**config.mk**
```make
export PLATFORM = sky130hd
export DESIGN_NAME = mux_sel_arbiter
export DESIGN_NICKNAME = d
export VERILOG_FILES = /design/src/rtl/mux_pkg.sv /design/src/rtl/stream_reg.sv /design/src/rtl/mux_sel_arbiter.sv
export SDC_FILE = /design/constraint.sdc
export NUM_CORES = 1
export LEC_CHECK = 0
export ABC_AREA = 0
export CAP_MARGIN = 0
export CORE_MARGIN = 1
export CORE_UTILIZATION = 49
export CTS_BUF_LIST = sky130_fd_sc_hd__clkbuf_4
export CTS_CLUSTER_DIAMETER = 60
export DETAILED_ROUTE_END_ITERATION = 8
export PLACE_DENSITY_LB_ADDON = 0.25
export SKIP_CTS_REPAIR_TIMING = 1
export SYNTH_ARGS = -nofsm -noshare
export SYNTH_HDL_FRONTEND = slang
export SYNTH_SLANG_ARGS = --single-unit
```
**constraint.sdc**
```tcl
create_clock -name clk -period 5.47 [get_ports clk]
set_clock_uncertainty 0.15 [all_clocks]
set_input_delay 1.094 -clock clk [delete_from_list [all_inputs] [get_ports clk]]
set_output_delay 1.094 -clock clk [all_outputs]
set_load 0.01 [all_outputs]
```
**src/rtl/mux_pkg.sv**
```systemverilog
// Shared types for the two-source MUX select arbiter.
package mux_pkg;

  typedef enum logic [1:0] {
    IDLE    = 2'd0,
    GRANT_A = 2'd1,
    GRANT_B = 2'd2
  } state_e;

  localparam logic SEL_A = 1'b0;
  localparam logic SEL_B = 1'b1;

  function automatic state_e grant_of(input logic src);
    return (src == SEL_B) ? GRANT_B : GRANT_A;
  endfunction

endpackage

```
**src/rtl/stream_reg.sv**
```systemverilog
// One-deep valid/ready register; accepts a beat whenever it is empty or being drained.
module stream_reg #(
  parameter int WIDTH = 8
) (
  input  logic             clk,
  input  logic             rst,
  input  logic             in_valid,
  input  logic [WIDTH-1:0] in_data,
  output logic             in_ready,
  output logic             out_valid,
  output logic [WIDTH-1:0] out_data,
  input  logic             out_ready
);

  logic             valid_q, valid_d;
  logic [WIDTH-1:0] data_q, data_d;

  assign in_ready  = !valid_q || out_ready;
  assign out_valid = valid_q;
  assign out_data  = data_q;

  always_comb begin
    valid_d = valid_q;
    data_d  = data_q;
    if (in_valid) begin
      valid_d = 1'b1;
      data_d  = in_data;
    end else if (out_ready) begin
      valid_d = 1'b0;
    end
  end

  always_ff @(posedge clk) begin
    if (rst) begin
      valid_q <= 1'b0;
      data_q  <= '0;
    end else begin
      valid_q <= valid_d;
      data_q  <= data_d;
    end
  end

endmodule

```
**src/rtl/mux_sel_arbiter.sv**
```systemverilog
// Round-robin, burst-bounded arbiter for two streams; drives the 2:1 MUX select
// and forwards the granted beat through a one-deep output register.
//   state   | meaning
//   IDLE    | no grant; sel holds its last value
//   GRANT_A | source A owns the MUX (sel = 0)
//   GRANT_B | source B owns the MUX (sel = 1)
module mux_sel_arbiter
  import mux_pkg::*;
#(
  parameter int WIDTH = 8,
  parameter int BURST = 4
) (
  input  logic             clk,
  input  logic             rst,
  input  logic             a_valid,
  input  logic [WIDTH-1:0] a_data,
  output logic             a_ready,
  input  logic             b_valid,
  input  logic [WIDTH-1:0] b_data,
  output logic             b_ready,
  output logic             y_valid,
  output logic [WIDTH-1:0] y_data,
  input  logic             y_ready,
  output logic             sel
);

  localparam int CNT_W = (BURST > 1) ? $clog2(BURST) : 1;
  localparam logic [CNT_W-1:0] CNT_LAST = CNT_W'(BURST - 1);

  state_e           state_q, state_d;
  logic             sel_q, sel_d;
  logic             last_sel_q, last_sel_d;
  logic [CNT_W-1:0] cnt_q, cnt_d;

  logic             stage_open;
  logic             x_valid, o_valid, xfer;
  logic [WIDTH-1:0] mux_data;

  // rst gating keeps a beat from being accepted in the same cycle it is flushed
  assign a_ready  = (state_q == GRANT_A) && stage_open && !rst;
  assign b_ready  = (state_q == GRANT_B) && stage_open && !rst;
  assign sel      = sel_q;
  assign x_valid  = (sel_q == SEL_B) ? b_valid : a_valid;
  assign o_valid  = (sel_q == SEL_B) ? a_valid : b_valid;
  assign xfer     = (a_valid && a_ready) || (b_valid && b_ready);
  assign mux_data = (sel_q == SEL_B) ? b_data : a_data;

  always_comb begin
    state_d    = state_q;
    sel_d      = sel_q;
    last_sel_d = last_sel_q;
    cnt_d      = cnt_q;
    case (state_q)
      IDLE: begin
        cnt_d = '0;
        if (a_valid && b_valid) begin
          sel_d   = !last_sel_q;
          state_d = grant_of(!last_sel_q);
        end else if (a_valid) begin
          sel_d   = SEL_A;
          state_d = GRANT_A;
        end else if (b_valid) begin
          sel_d   = SEL_B;
          state_d = GRANT_B;
        end
      end
      GRANT_A, GRANT_B: begin
        if (xfer) begin
          if (cnt_q == CNT_LAST) begin
            cnt_d = '0;
            if (o_valid) begin
              state_d    = grant_of(!sel_q);
              sel_d      = !sel_q;
              last_sel_d = sel_q;
            end
          end else begin
            cnt_d = cnt_q + 1'b1;
          end
        end else if (!x_valid) begin
          cnt_d      = '0;
          last_sel_d = sel_q;
          if (o_valid) begin
            state_d = grant_of(!sel_q);
            sel_d   = !sel_q;
          end else begin
            state_d = IDLE;
          end
        end
      end
      default: state_d = IDLE;
    endcase
  end

  always_ff @(posedge clk) begin
    if (rst) begin
      state_q    <= IDLE;
      sel_q      <= SEL_A;
      last_sel_q <= SEL_B;
      cnt_q      <= '0;
    end else begin
      state_q    <= state_d;
      sel_q      <= sel_d;
      last_sel_q <= last_sel_d;
      cnt_q      <= cnt_d;
    end
  end

  stream_reg #(.WIDTH(WIDTH)) u_out_reg (
    .clk      (clk),
    .rst      (rst),
    .in_valid (xfer),
    .in_data  (mux_data),
    .in_ready (stage_open),
    .out_valid(y_valid),
    .out_data (y_data),
    .out_ready(y_ready)
  );

endmodule

```
==> results.yml <==
cts:
  clockBufferDepth: 2
  cts_buffers: 3
  clkTransAtPathRegs_ns: 0.09
  root_buffer: "clkbuf_4"
  clock_sinks: 15
  cts_tree: "built"
  insertion_delay_ns: 0.28
  cts_htree_levels: 1
placement:
  place.gp.congestion: 0.8350
  dp_hpwl_mm: 1.411
  placedCellCount: 151
  placed_cell_area_um2: 1240
  port_buffers: 32
logic_synthesis:
  ys_types: 34
  yosysWarningCount: 0
  syn_inst: 100
  synth_top_area_share: 0.3217
  synth_top_area_cell: "dfxtp_1"
  synth_area_leaders: "dfxtp_1 32%, mux2i_1 12%, ha_1 6.7%, a211oi_1 6.4%, nor2_1 3.6%"
  yosysSeqAreaShare: 0.3217
  synth_top_cells_by_count: "15 x dfxtp_1, 11 x mux2i_1, 9 x nor2_1"
  ys_ff_latch: 15
  synth-edff-count: 0
  synth-async-reset-ratio: 0
  syn_avg_cell_area_um2: 9.334
  synth.most_common_cell: "dfxtp_1"
  synth_flop_cell: "dfxtp_1"
  synth.cell_area_um2: 933.4
  synthesis.nets: 126
sta:
  setup_viol: 0
  tightest_slew_ns: 0.7613
  slew-limit-headroom: 0.4909
  finalSetupTns_ns: 0
  fmax_mhz: 239.2
  finalCritPeriodShare: 0.7641
  hold_viol: 0
  rsz0062_at_grt: "no"
  fin_crit_ns: 4.180
  drv_slew: 0
global_route:
  antenna_found_initial: 0
  grt_pass1_vias: 680
  grt_pass1_wl_mm: 2.967
  grt_max_degree: 23
  grt_overflow: 0
  track_usage: 0.1993
pwr:
  vdd_drop_max_uv: 232.0
  leakagePower_nw: 0.4638
  power-per-cell-area_nw_per_um2: 362.1
worst_setup_path:
  required_ns: 4.23
  startpoint: "rst"
  cp-start-kind: "primary input"
  worst-setup-path-type: "primary input to output port"
  r2r_start: "sel"
  path_max_fanout: 22
  end_kind: "output port"
  arrival_ns: 2.94
routing:
  ant_nets: 0
  drt_pass1_iterations: 4
  num_vias: 825
  wl_mm: 1.868
  first_iter_violations: 17
  drc: 0
  vias_per_cell: 5.323
  wl_per_cell_um: 12.05
floorplan:
  start_util: 0.5291
  rows: 15
  die_area_um2: 2083
  core_region_area_um2: 1764
  die_h_um: 45.65
  die_x_um: 45.65
  io-pin-count: 33
status:
  status: "completed"
final_layout:
  drive_gt1_frac: 0.09231
  utilization: 0.7199
  fin_area_um2: 1270
  diodes: 0
  fill_cells: 155
  area_growth_pct: 36.06
  fin_cells: 155
  fin_nets: 157
hold_path:
  hp-start: "cnt_q[1]"
  min_path_type: "register to register"
run:
  maxCapViolCount: 0
[placed cells by master, fill, tap and decap left out, types with 2 or more instances in the layout]
cell type	synthesis	routed
nor2_1	9	9
nand2b_1	2	2
nor2b_1	2	2
clkdlybuf4s50_1	0	32
mux2i_1	11	11
dfxtp_1	15	15
ha_1	5	5
nand2_1	7	7
clkbuf_4	0	4
a211oi_1	8	8
inv_1	4	4
nor3b_1	3	3
mux2_2	2	2
o21ai_0	2	2
a21oi_1	4	4
and2_1	2	2
[path summary, 6_finish.rpt]
path / end / slack, ns / cells past startpoint
max reg2reg: cnt_q[0] / 3.22 / 4
min: cnt_q[1] / 0.31 / 2
min reg2reg: cnt_q[1] / 0.31 / 2
max: b_ready / 1.29 / 3
[through the flow]
| step | hold WS, ns | worst slack, ns | total power, mW |
|---|---|---|---|
| 2_1_floorplan | 0.2849 | 2.638 | 0.3235 |
| 3_3_place_gp | 0.2940 | 1.346 | 0.3871 |
| 3_5_place_dp | 0.3019 | 1.287 | 0.3940 |
| 4_1_cts | 0.3131 | 1.272 | 0.4631 |
| 5_1_grt | 0.3437 | 1.160 | 0.4976 |
| 6_report | 0.3099 | 1.290 | 0.4599 |
[metal layers]
| metal | GRT usage | routed length, µm | vias up |
|---|---|---|---|
| met4 | 0.06667 | 17 | 0 |
| met1 | 0.2670 | 878 | 370 |
| met3 | 0.06746 | 102 | 4 |
| met2 | 0.2971 | 870 | 27 |
| li1 | - | - | 424 |
| met5 | 0 | 0 | - |
[sequential cells by signal (all words and copies together), names as in the netlist]
register / cells
cnt_q: 2
last_sel_q: 1
sel: 1
state_q: 2
u_out_reg.out_data: 8
u_out_reg.out_valid: 1
[cells by family after synthesis]
| kind of cell | synth area share |
|---|---|
| DFF | 0.3217 |
| adders and majority gates | 0.06702 |
| buffers and inverters | 0.07238 |
| and+or+nand+nor | 0.1837 |
| AOI/OAI and AO/OA | 0.2132 |
| muxes | 0.1421 |
[where the power goes]
part / total (mW) / internal, mW / switching, mW
Clock: 0.0675 / 0.0333 / 0.0342
Sequential: 0.162 / 0.134 / 0.0282
Combinational: 0.230 / 0.127 / 0.104
[worst max-delay path: stages]
cell	delay (ns)
clkdlybuf4s50_1	0.79
nor3b_1	0.45
clkdlybuf4s50_1	0.60
[final cells by class]
type                            instances  area (µm²)  share of cell area
Clock buffer                            4       30.03             0.02365
Inverter                                4       15.01             0.01182
Multi-Input combinational cell         74       565.5              0.4453
Sequential cell                        15       300.3              0.2365
Tap cell                               25       31.28             0.02463
Timing Repair Buffer                   33       327.8              0.2581
Note: power is estimated with default switching activity, not from simulation.
